$ cat config.mk
export PLATFORM = sky130hd
export DESIGN_NAME = mul_share_arbiter_flat
export DESIGN_NICKNAME = d
export VERILOG_FILES = /design/src/rtl/mul_share_arbiter_pkg.sv /design/src/rtl/mul_share_arbiter_if.sv /design/src/rtl/mul_sign_abs.sv /design/src/rtl/mul_share_arbiter.sv /design/src/flat_wrapper.sv
export SDC_FILE = /design/constraint.sdc
export NUM_CORES = 1
export LEC_CHECK = 0
export CORE_MARGIN = 1.5
export CORE_UTILIZATION = 42
export DETAILED_ROUTE_END_ITERATION = 12
export GPL_TIMING_DRIVEN = 1
export PLACE_DENSITY_LB_ADDON = 0.3
export SYNTH_ARGS = -nofsm -noshare
export SYNTH_HDL_FRONTEND = slang
export SYNTH_SLANG_ARGS = --single-unit
$ cat constraint.sdc
create_clock -name clk -period 2.2 [get_ports clk]
set_input_delay 0.33 -clock clk [delete_from_list [all_inputs] [get_ports clk]]
set_output_delay 0.33 -clock clk [all_outputs]
set_load 0.1 [all_outputs]
$ cat src/rtl/mul_share_arbiter_pkg.sv
`default_nettype none
// ============================================================================
// Module   : mul_share_arbiter_pkg
// Purpose  : Shared types and constants for the two-requester multiplier
//            arbiter: FSM state encoding, default operand width and the
//            product-width helper (2N+1).
// Ports    : none (package)
// Revision : 1.0 - initial release
// ============================================================================
package mul_share_arbiter_pkg;

    typedef enum logic [1:0] {
        ST_IDLE   = 2'd0,
        ST_LAUNCH = 2'd1,
        ST_WAIT   = 2'd2,
        ST_DONE   = 2'd3
    } state_t;

    localparam int c_N_DEFAULT = 5;

    // Width of the unsigned product magnitude for N-bit signed operands.
    function automatic int res_width(input int n);
        return 2 * n + 1;
    endfunction

    localparam int c_RES_W_DEFAULT = res_width(c_N_DEFAULT);

endpackage
`default_nettype wire

$ cat src/rtl/mul_share_arbiter_if.sv
`default_nettype none
// ============================================================================
// Module   : mul_share_arbiter_if
// Purpose  : Bundles the requester handshakes, the result bus and the link to
//            the external shared seq_mul.
// Modports : slave  - arbiter side (consumes requests / multiplier status)
//            master - environment side (requesters + seq_mul)
// Signals  : req0/req1, a0/b0/a1/b1, done0/done1, result, neg, busy,
//            mul_start, mul_a, mul_b, mul_ready, mul_result,
//            err (only when MUL_TIMEOUT_EN is defined)
// Revision : 1.0 - initial release
// ============================================================================
interface mul_share_arbiter_if
    import mul_share_arbiter_pkg::*;
#(
    parameter int N = c_N_DEFAULT
);
    localparam int c_RW = res_width(N);

    logic            req0;
    logic            req1;
    logic [N-1:0]    a0;
    logic [N-1:0]    b0;
    logic [N-1:0]    a1;
    logic [N-1:0]    b1;
    logic            done0;
    logic            done1;
    logic [c_RW-1:0] result;
    logic            neg;
    logic            busy;
    logic            mul_start;
    logic [N-1:0]    mul_a;
    logic [N-1:0]    mul_b;
    logic            mul_ready;
    logic [c_RW-1:0] mul_result;
`ifdef MUL_TIMEOUT_EN
    logic            err;

    modport slave (
        input  req0, req1, a0, b0, a1, b1, mul_ready, mul_result,
        output done0, done1, result, neg, busy, mul_start, mul_a, mul_b, err
    );
    modport master (
        output req0, req1, a0, b0, a1, b1, mul_ready, mul_result,
        input  done0, done1, result, neg, busy, mul_start, mul_a, mul_b, err
    );
`else
    modport slave (
        input  req0, req1, a0, b0, a1, b1, mul_ready, mul_result,
        output done0, done1, result, neg, busy, mul_start, mul_a, mul_b
    );
    modport master (
        output req0, req1, a0, b0, a1, b1, mul_ready, mul_result,
        input  done0, done1, result, neg, busy, mul_start, mul_a, mul_b
    );
`endif

endinterface
`default_nettype wire

$ cat src/rtl/mul_sign_abs.sv
`default_nettype none
// ============================================================================
// Module   : mul_sign_abs
// Purpose  : Splits an N-bit two's-complement operand into magnitude and sign.
//            The most-negative value -2^(N-1) maps to magnitude 2^(N-1),
//            which still fits in N unsigned bits.
// Ports    : val_i [N-1:0] in  - signed operand
//            mag_o [N-1:0] out - unsigned magnitude
//            sgn_o         out - 1 when operand is negative
// Revision : 1.0 - initial release
// ============================================================================
module mul_sign_abs #(
    parameter int N = 5
) (
    input  wire logic [N-1:0] val_i,
    output logic      [N-1:0] mag_o,
    output logic              sgn_o
);

    assign sgn_o = val_i[N-1];
    assign mag_o = sgn_o ? (N'(0) - val_i) : val_i;

endmodule
`default_nettype wire

$ cat src/rtl/mul_share_arbiter.sv
`default_nettype none
// ============================================================================
// Module   : mul_share_arbiter
// Purpose  : Round-robin arbiter letting two requesters share one external
//            sequential multiplier. Operand magnitudes go to the multiplier,
//            the product sign is tracked here and returned alongside the
//            unsigned magnitude.
// Ports    : clk  in  - rising-edge clock
//            rst  in  - asynchronous active-low reset
//            bus  slave modport of mul_share_arbiter_if
// Config   : MUL_TIMEOUT_EN - enables the WAIT watchdog (TIMEOUT cycles) and
//            the err pulse.
// Revision : 1.0 - initial release
// ============================================================================
module mul_share_arbiter
    import mul_share_arbiter_pkg::*;
#(
    parameter int N       = c_N_DEFAULT,
    parameter int TIMEOUT = 64
) (
    input  wire logic         clk,
    input  wire logic         rst,
    mul_share_arbiter_if.slave bus
);

    localparam int c_RW = res_width(N);

    state_t          state_q, state_d;
    logic            ptr_q, ptr_d;        // 1: requester 1 wins a tie
    logic            gnt_q, gnt_d;        // grantee of the running operation
    logic            negn_q, negn_d;      // sign of the pending product
    logic [N-1:0]    mul_a_q, mul_a_d;
    logic [N-1:0]    mul_b_q, mul_b_d;
    logic [c_RW-1:0] result_q, result_d;
    logic            neg_q, neg_d;
    logic            rdy_q;

    logic            w_pick1;
    logic [N-1:0]    w_sel_a, w_sel_b;
    logic [N-1:0]    w_mag_a, w_mag_b;
    logic            w_sgn_a, w_sgn_b;
    logic            w_rdy_edge;

    // Requester 1 wins when alone or when the pointer favours it on a tie.
    assign w_pick1 = bus.req1 & (~bus.req0 | ptr_q);
    assign w_sel_a = w_pick1 ? bus.a1 : bus.a0;
    assign w_sel_b = w_pick1 ? bus.b1 : bus.b0;

    mul_sign_abs #(.N(N)) u_abs_a (
        .val_i (w_sel_a),
        .mag_o (w_mag_a),
        .sgn_o (w_sgn_a)
    );

    mul_sign_abs #(.N(N)) u_abs_b (
        .val_i (w_sel_b),
        .mag_o (w_mag_b),
        .sgn_o (w_sgn_b)
    );

    // Only a fresh rise completes WAIT; a ready still high from the previous
    // operation has rdy_q = 1 and produces no edge.
    assign w_rdy_edge = bus.mul_ready & ~rdy_q;

`ifdef MUL_TIMEOUT_EN
    localparam int c_CNT_W = $clog2(TIMEOUT + 1);

    logic [c_CNT_W-1:0] cnt_q, cnt_d;
    logic               err_q, err_d;
    logic               w_timeout;

    assign w_timeout = (cnt_q == c_CNT_W'(TIMEOUT - 1));
    assign cnt_d     = (state_q == ST_WAIT) ? cnt_q + c_CNT_W'(1) : '0;
    assign bus.err   = err_q;

    always_ff @(posedge clk or negedge rst) begin
        if (!rst) begin
            cnt_q <= '0;
            err_q <= 1'b0;
        end else begin
            cnt_q <= cnt_d;
            err_q <= err_d;
        end
    end
`else
    // Watchdog absent; TIMEOUT is kept so both builds share one parameter list.
    logic w_unused_timeout;
    assign w_unused_timeout = (TIMEOUT > 0);
`endif

    always_comb begin
        state_d  = state_q;
        ptr_d    = ptr_q;
        gnt_d    = gnt_q;
        negn_d   = negn_q;
        mul_a_d  = mul_a_q;
        mul_b_d  = mul_b_q;
        result_d = result_q;
        neg_d    = neg_q;
`ifdef MUL_TIMEOUT_EN
        err_d    = 1'b0;
`endif
        case (state_q)
            ST_IDLE: begin
                if (bus.req0 | bus.req1) begin
                    state_d = ST_LAUNCH;
                    gnt_d   = w_pick1;
                    mul_a_d = w_mag_a;
                    mul_b_d = w_mag_b;
                    negn_d  = w_sgn_a ^ w_sgn_b;
                end
            end
            ST_LAUNCH: begin
                state_d = ST_WAIT;
            end
            ST_WAIT: begin
                if (w_rdy_edge) begin
                    state_d  = ST_DONE;
                    result_d = bus.mul_result;
                    // A zero product is never reported as negative.
                    neg_d    = (bus.mul_result == '0) ? 1'b0 : negn_q;
                end
`ifdef MUL_TIMEOUT_EN
                else if (w_timeout) begin
                    state_d  = ST_DONE;
                    result_d = '0;
                    neg_d    = 1'b0;
                    err_d    = 1'b1;
                end
`endif
            end
            ST_DONE: begin
                state_d = ST_IDLE;
                ptr_d   = ~gnt_q;
            end
            default: begin
                state_d = ST_IDLE;
            end
        endcase
    end

    always_ff @(posedge clk or negedge rst) begin
        if (!rst) begin
            state_q  <= ST_IDLE;
            ptr_q    <= 1'b0;
            gnt_q    <= 1'b0;
            negn_q   <= 1'b0;
            mul_a_q  <= '0;
            mul_b_q  <= '0;
            result_q <= '0;
            neg_q    <= 1'b0;
            rdy_q    <= 1'b0;
        end else begin
            state_q  <= state_d;
            ptr_q    <= ptr_d;
            gnt_q    <= gnt_d;
            negn_q   <= negn_d;
            mul_a_q  <= mul_a_d;
            mul_b_q  <= mul_b_d;
            result_q <= result_d;
            neg_q    <= neg_d;
            rdy_q    <= bus.mul_ready;
        end
    end

    assign bus.mul_start = (state_q == ST_LAUNCH);
    assign bus.busy      = (state_q != ST_IDLE);
    assign bus.done0     = (state_q == ST_DONE) & ~gnt_q;
    assign bus.done1     = (state_q == ST_DONE) &  gnt_q;
    assign bus.mul_a     = mul_a_q;
    assign bus.mul_b     = mul_b_q;
    assign bus.result    = result_q;
    assign bus.neg       = neg_q;

endmodule
`default_nettype wire
$ cat src/flat_wrapper.sv
// flat-port wrapper written by rule: the top's interface ports become plain ports
module mul_share_arbiter_flat import mul_share_arbiter_pkg::*;
#(
    parameter int N       = c_N_DEFAULT,
    parameter int TIMEOUT = 64
)
  (clk, rst, bus_req0, bus_req1, bus_a0, bus_b0, bus_a1, bus_b1, bus_mul_ready, bus_mul_result, bus_done0, bus_done1, bus_result, bus_neg, bus_busy, bus_mul_start, bus_mul_a, bus_mul_b);
  mul_share_arbiter_if #(.N(N)) bus_i ();
  input  wire logic clk;
  input  wire logic rst;
  input wire logic [$bits(bus_i.req0)-1:0] bus_req0;
  input wire logic [$bits(bus_i.req1)-1:0] bus_req1;
  input wire logic [$bits(bus_i.a0)-1:0] bus_a0;
  input wire logic [$bits(bus_i.b0)-1:0] bus_b0;
  input wire logic [$bits(bus_i.a1)-1:0] bus_a1;
  input wire logic [$bits(bus_i.b1)-1:0] bus_b1;
  input wire logic [$bits(bus_i.mul_ready)-1:0] bus_mul_ready;
  input wire logic [$bits(bus_i.mul_result)-1:0] bus_mul_result;
  output wire logic [$bits(bus_i.done0)-1:0] bus_done0;
  output wire logic [$bits(bus_i.done1)-1:0] bus_done1;
  output wire logic [$bits(bus_i.result)-1:0] bus_result;
  output wire logic [$bits(bus_i.neg)-1:0] bus_neg;
  output wire logic [$bits(bus_i.busy)-1:0] bus_busy;
  output wire logic [$bits(bus_i.mul_start)-1:0] bus_mul_start;
  output wire logic [$bits(bus_i.mul_a)-1:0] bus_mul_a;
  output wire logic [$bits(bus_i.mul_b)-1:0] bus_mul_b;
  assign bus_i.req0 = bus_req0;
  assign bus_i.req1 = bus_req1;
  assign bus_i.a0 = bus_a0;
  assign bus_i.b0 = bus_b0;
  assign bus_i.a1 = bus_a1;
  assign bus_i.b1 = bus_b1;
  assign bus_i.mul_ready = bus_mul_ready;
  assign bus_i.mul_result = bus_mul_result;
  assign bus_done0 = bus_i.done0;
  assign bus_done1 = bus_i.done1;
  assign bus_result = bus_i.result;
  assign bus_neg = bus_i.neg;
  assign bus_busy = bus_i.busy;
  assign bus_mul_start = bus_i.mul_start;
  assign bus_mul_a = bus_i.mul_a;
  assign bus_mul_b = bus_i.mul_b;
  mul_share_arbiter #(.N(N), .TIMEOUT(TIMEOUT)) u_core (.clk(clk), .rst(rst), .bus(bus_i));
endmodule
==> impl_metrics.env <==
export IMPL_crit_path_end_kind="output pin"
export IMPL_synth_cell_type_count=33
export IMPL_die_w_um=62.5
export IMPL_synth_seq_cells=28
export IMPL_cts_tree="built"
export IMPL_cts_resized=0
export IMPL_slowest_delay_ps=430
export IMPL_ctsLongestPathBuffers=2
export IMPL_synth_edf_count=0
export IMPL_wl_per_cell_um=14.1
export IMPL_ys_seq_area_share_pct=47.1
export IMPL_startpoint="u_core.state_q[0]"
export IMPL_cp_top_family="buffers and inverters"
export IMPL_critical_path_buf_inv_count=3
export IMPL_fp_dieH_um=62.5
export IMPL_core_sq_um=3360
export IMPL_cp_depth=4
export IMPL_syn2layout_area_growth_pct=47.2
export IMPL_post_dp_cell_area_sq_um=2140
export IMPL_slew_headroom_pct=63.5
export IMPL_synthArstFlopShare_pct=100
export IMPL_io_buffers=61
export IMPL_rr_startpoint="u_core.ptr_q"
export IMPL_antenna_cells=0
export IMPL_synth_avg_cell_area_sq_um=11.1
export IMPL_antenna_found_initial=0
export IMPL_yosys_warnings=0
export IMPL_setup_viol=0
export IMPL_drc=0
export IMPL_maxSlewViolCount=0
export IMPL_worstPathRequired_ps=1870
export IMPL_final_area_sq_um=2190
export IMPL_h_tree_depth=1
export IMPL_endpoint="bus_busy"
export IMPL_arrival_ps=1500
export IMPL_via_count=1280
export IMPL_post_cts_buffers=0
export IMPL_finalHoldViolations=0
export IMPL_clock_sinks=28
export IMPL_io_pin_count=62
export IMPL_drt_vias_per_instance=5.20
export IMPL_ant_nets=0
export IMPL_clk_pin_slew_ps=140
export IMPL_netlist_area_sq_um=1490
export IMPL_clk_insertion_delay_late_ps=320
export IMPL_syn_inst=134
export IMPL_critical_path_class="reg2out"
export IMPL_status="finished, final reports clean"
export IMPL_postRouteWirelength_mm=3.46
export IMPL_r2r_slack_ps=380
export IMPL_worst_clock_skew_ps=7.38
export IMPL_reg2regPathDepth=8
export IMPL_setup_worst_path_start_class="register"
export IMPL_cpMostUsedCell="inv_1"
export IMPL_rows=21
export IMPL_filler_cell_count=277
export IMPL_r2r_end="u_core.bus.mul_b[2]"
export IMPL_grt_ovfl_total=0
export IMPL_min_delay_path_class="in2async"
export IMPL_cp_max_fo=4
export IMPL_numCtsBuffers=3
export IMPL_ys_flop_type="dfrtp_1"
export IMPL_grt_first_pass_wirelength_mm=5.84
export IMPL_crit_chain="inv_1 > ha_1 > inv_1 > buf_12"
export IMPL_cpMaxStageDelayCell="dfrtp_1"
export IMPL_start_util_pct=44.3
export IMPL_syn_num_nets=177
export IMPL_hpwl_mm=2.87
export IMPL_drv_cap=0
export IMPL_min_period_ps=1830
export IMPL_drt_initial_drc_count=40
export IMPL_place_congestion=0.832
export IMPL_max_clock_freq_mhz=547
export IMPL_hold_buffers=0
export IMPL_die_area_sq_um=3910
export IMPL_period_share_pct=83.1
export IMPL_grt_pass1_vias=1282
export IMPL_fin_nets=244
export IMPL_grt_max_degree=29
export IMPL_firstDrtPassIters=4
export IMPL_rsz0062_at_grt="false"
export IMPL_drive_gt1_share_pct=29.5
export IMPL_max_slew_worst_pin_slew_ps=546
export IMPL_cts_root_buf="clkbuf_4"
export IMPL_grt_total_usage_pct=18.8
export IMPL_finalSetupTns_ps=0
==> per-stage QoR <==
stage / worst slack (ps) / hold WS, ps / utilization, % / std cells
finish: 371 / 369 / 65.2 / 246
CTS: 363 / 371 / 65.2 / 246
global placement: 158 / 468 / 63.6 / 242
detailed placement: 81.3 / 478 / 63.6 / 242
floorplan: 8.98 / 34.4 / - / 134
global route: 248 / 384 / 65.2 / 246
==> routing by layer <==
layer | share of wire (%) | global-route usage [%]
met1 | 41 | 22.2
met2 | 51 | 34.5
met3 | 7.0 | 3.78
met4 | 0.98 | 5.00
met5 | 0 | 0
==> worst min-delay path by stage <==
stage | start | endpoint | slack [ps] | depth (start not counted)
final | rst | u_core.bus.result[4] | 370 | 2
after global routing | rst | u_core.bus.result[10] | 380 | 2
after floorplan | rst | u_core.bus.mul_a[0] | 30 | 0
after CTS | rst | u_core.bus.result[4] | 370 | 2
after detailed placement | u_core.bus.mul_a[1] | u_core.bus.mul_a[1] | 480 | 2
after global placement | u_core.bus.mul_a[1] | u_core.bus.mul_a[1] | 470 | 2
==> cells by family (layout without fill, tap and decap cells) <==
logic type / Yosys count / in the layout / share of synthesized area [%]
AO/OA/AOI/OAI: 26 / 26 / 12.6
multiplexers: 20 / 20 / 14.9
XOR/XNOR: 5 / 5 / 2.94
adder cells (fa/ha/maj): 7 / 7 / 5.88
buffers and inverters: 10 / 76 / 3.61
flip-flops: 28 / 28 / 47.1
AND/OR/NAND/NOR: 38 / 38 / 13.0
==> flip-flops by register name (all words and copies together) (netlist names) <==
register and cells:
u_core.bus.mul_a 5, u_core.negn_q 1, u_core.state_q 2, u_core.bus.mul_b 5, u_core.bus.result 11, u_core.gnt_q 1
u_core.rdy_q 1, u_core.ptr_q 1, u_core.bus.neg 1
==> placed cells by master (no fill, tap or decap), types with 4 or more instances in the layout <==
cell type	Yosys	final
ha_1	7	7
o31ai_1	4	4
mux2i_1	5	5
dfrtp_1	28	28
clkdlybuf4s50_1	0	35
and2_1	5	5
xnor2_1	4	4
o21ai_0	8	7
mux2_2	14	14
nor3_1	5	5
nand2_1	14	14
buf_4	0	29
inv_1	5	5
==> cell type report <==
class,count,area (sq um),share of cell area [%]
Sequential cell,28,701,32.0
Clock inverter,1,30.0,1.37
Tap cell,46,57.6,2.63
Inverter,5,18.8,0.856
Timing Repair Buffer,67,628,28.7
Multi-Input combinational cell,96,734,33.5
Clock buffer,3,22.5,1.03
==> synth_stat cells, drive strengths merged, types with 2 or more instances <==
| library cell | n | share of area (%) |
|---|---|---|
| a21oi | 3 | 1.0 |
| a221oi | 2 | 2.0 |
| and2 | 5 | 2.1 |
| buf | 3 | 1.8 |
| clkbuf | 2 | 0.50 |
| dfrtp | 28 | 47 |
| ha | 7 | 5.9 |
| inv | 5 | 1.3 |
| mux2 | 14 | 11 |
| mux2i | 6 | 4.3 |
| nand2 | 15 | 3.9 |
| nand2b | 2 | 1.0 |
| nand3 | 2 | 0.67 |
| nor2 | 3 | 0.76 |
| nor3 | 5 | 1.7 |
| nor4 | 2 | 0.84 |
| o2111ai | 2 | 1.2 |
| o21ai | 12 | 4.5 |
| o31ai | 4 | 2.0 |
| or3 | 2 | 0.84 |
| xnor2 | 4 | 2.4 |
Power is not shown: default switching activity piles up to over one toggle a cycle in this logic, so the estimate is an artifact.
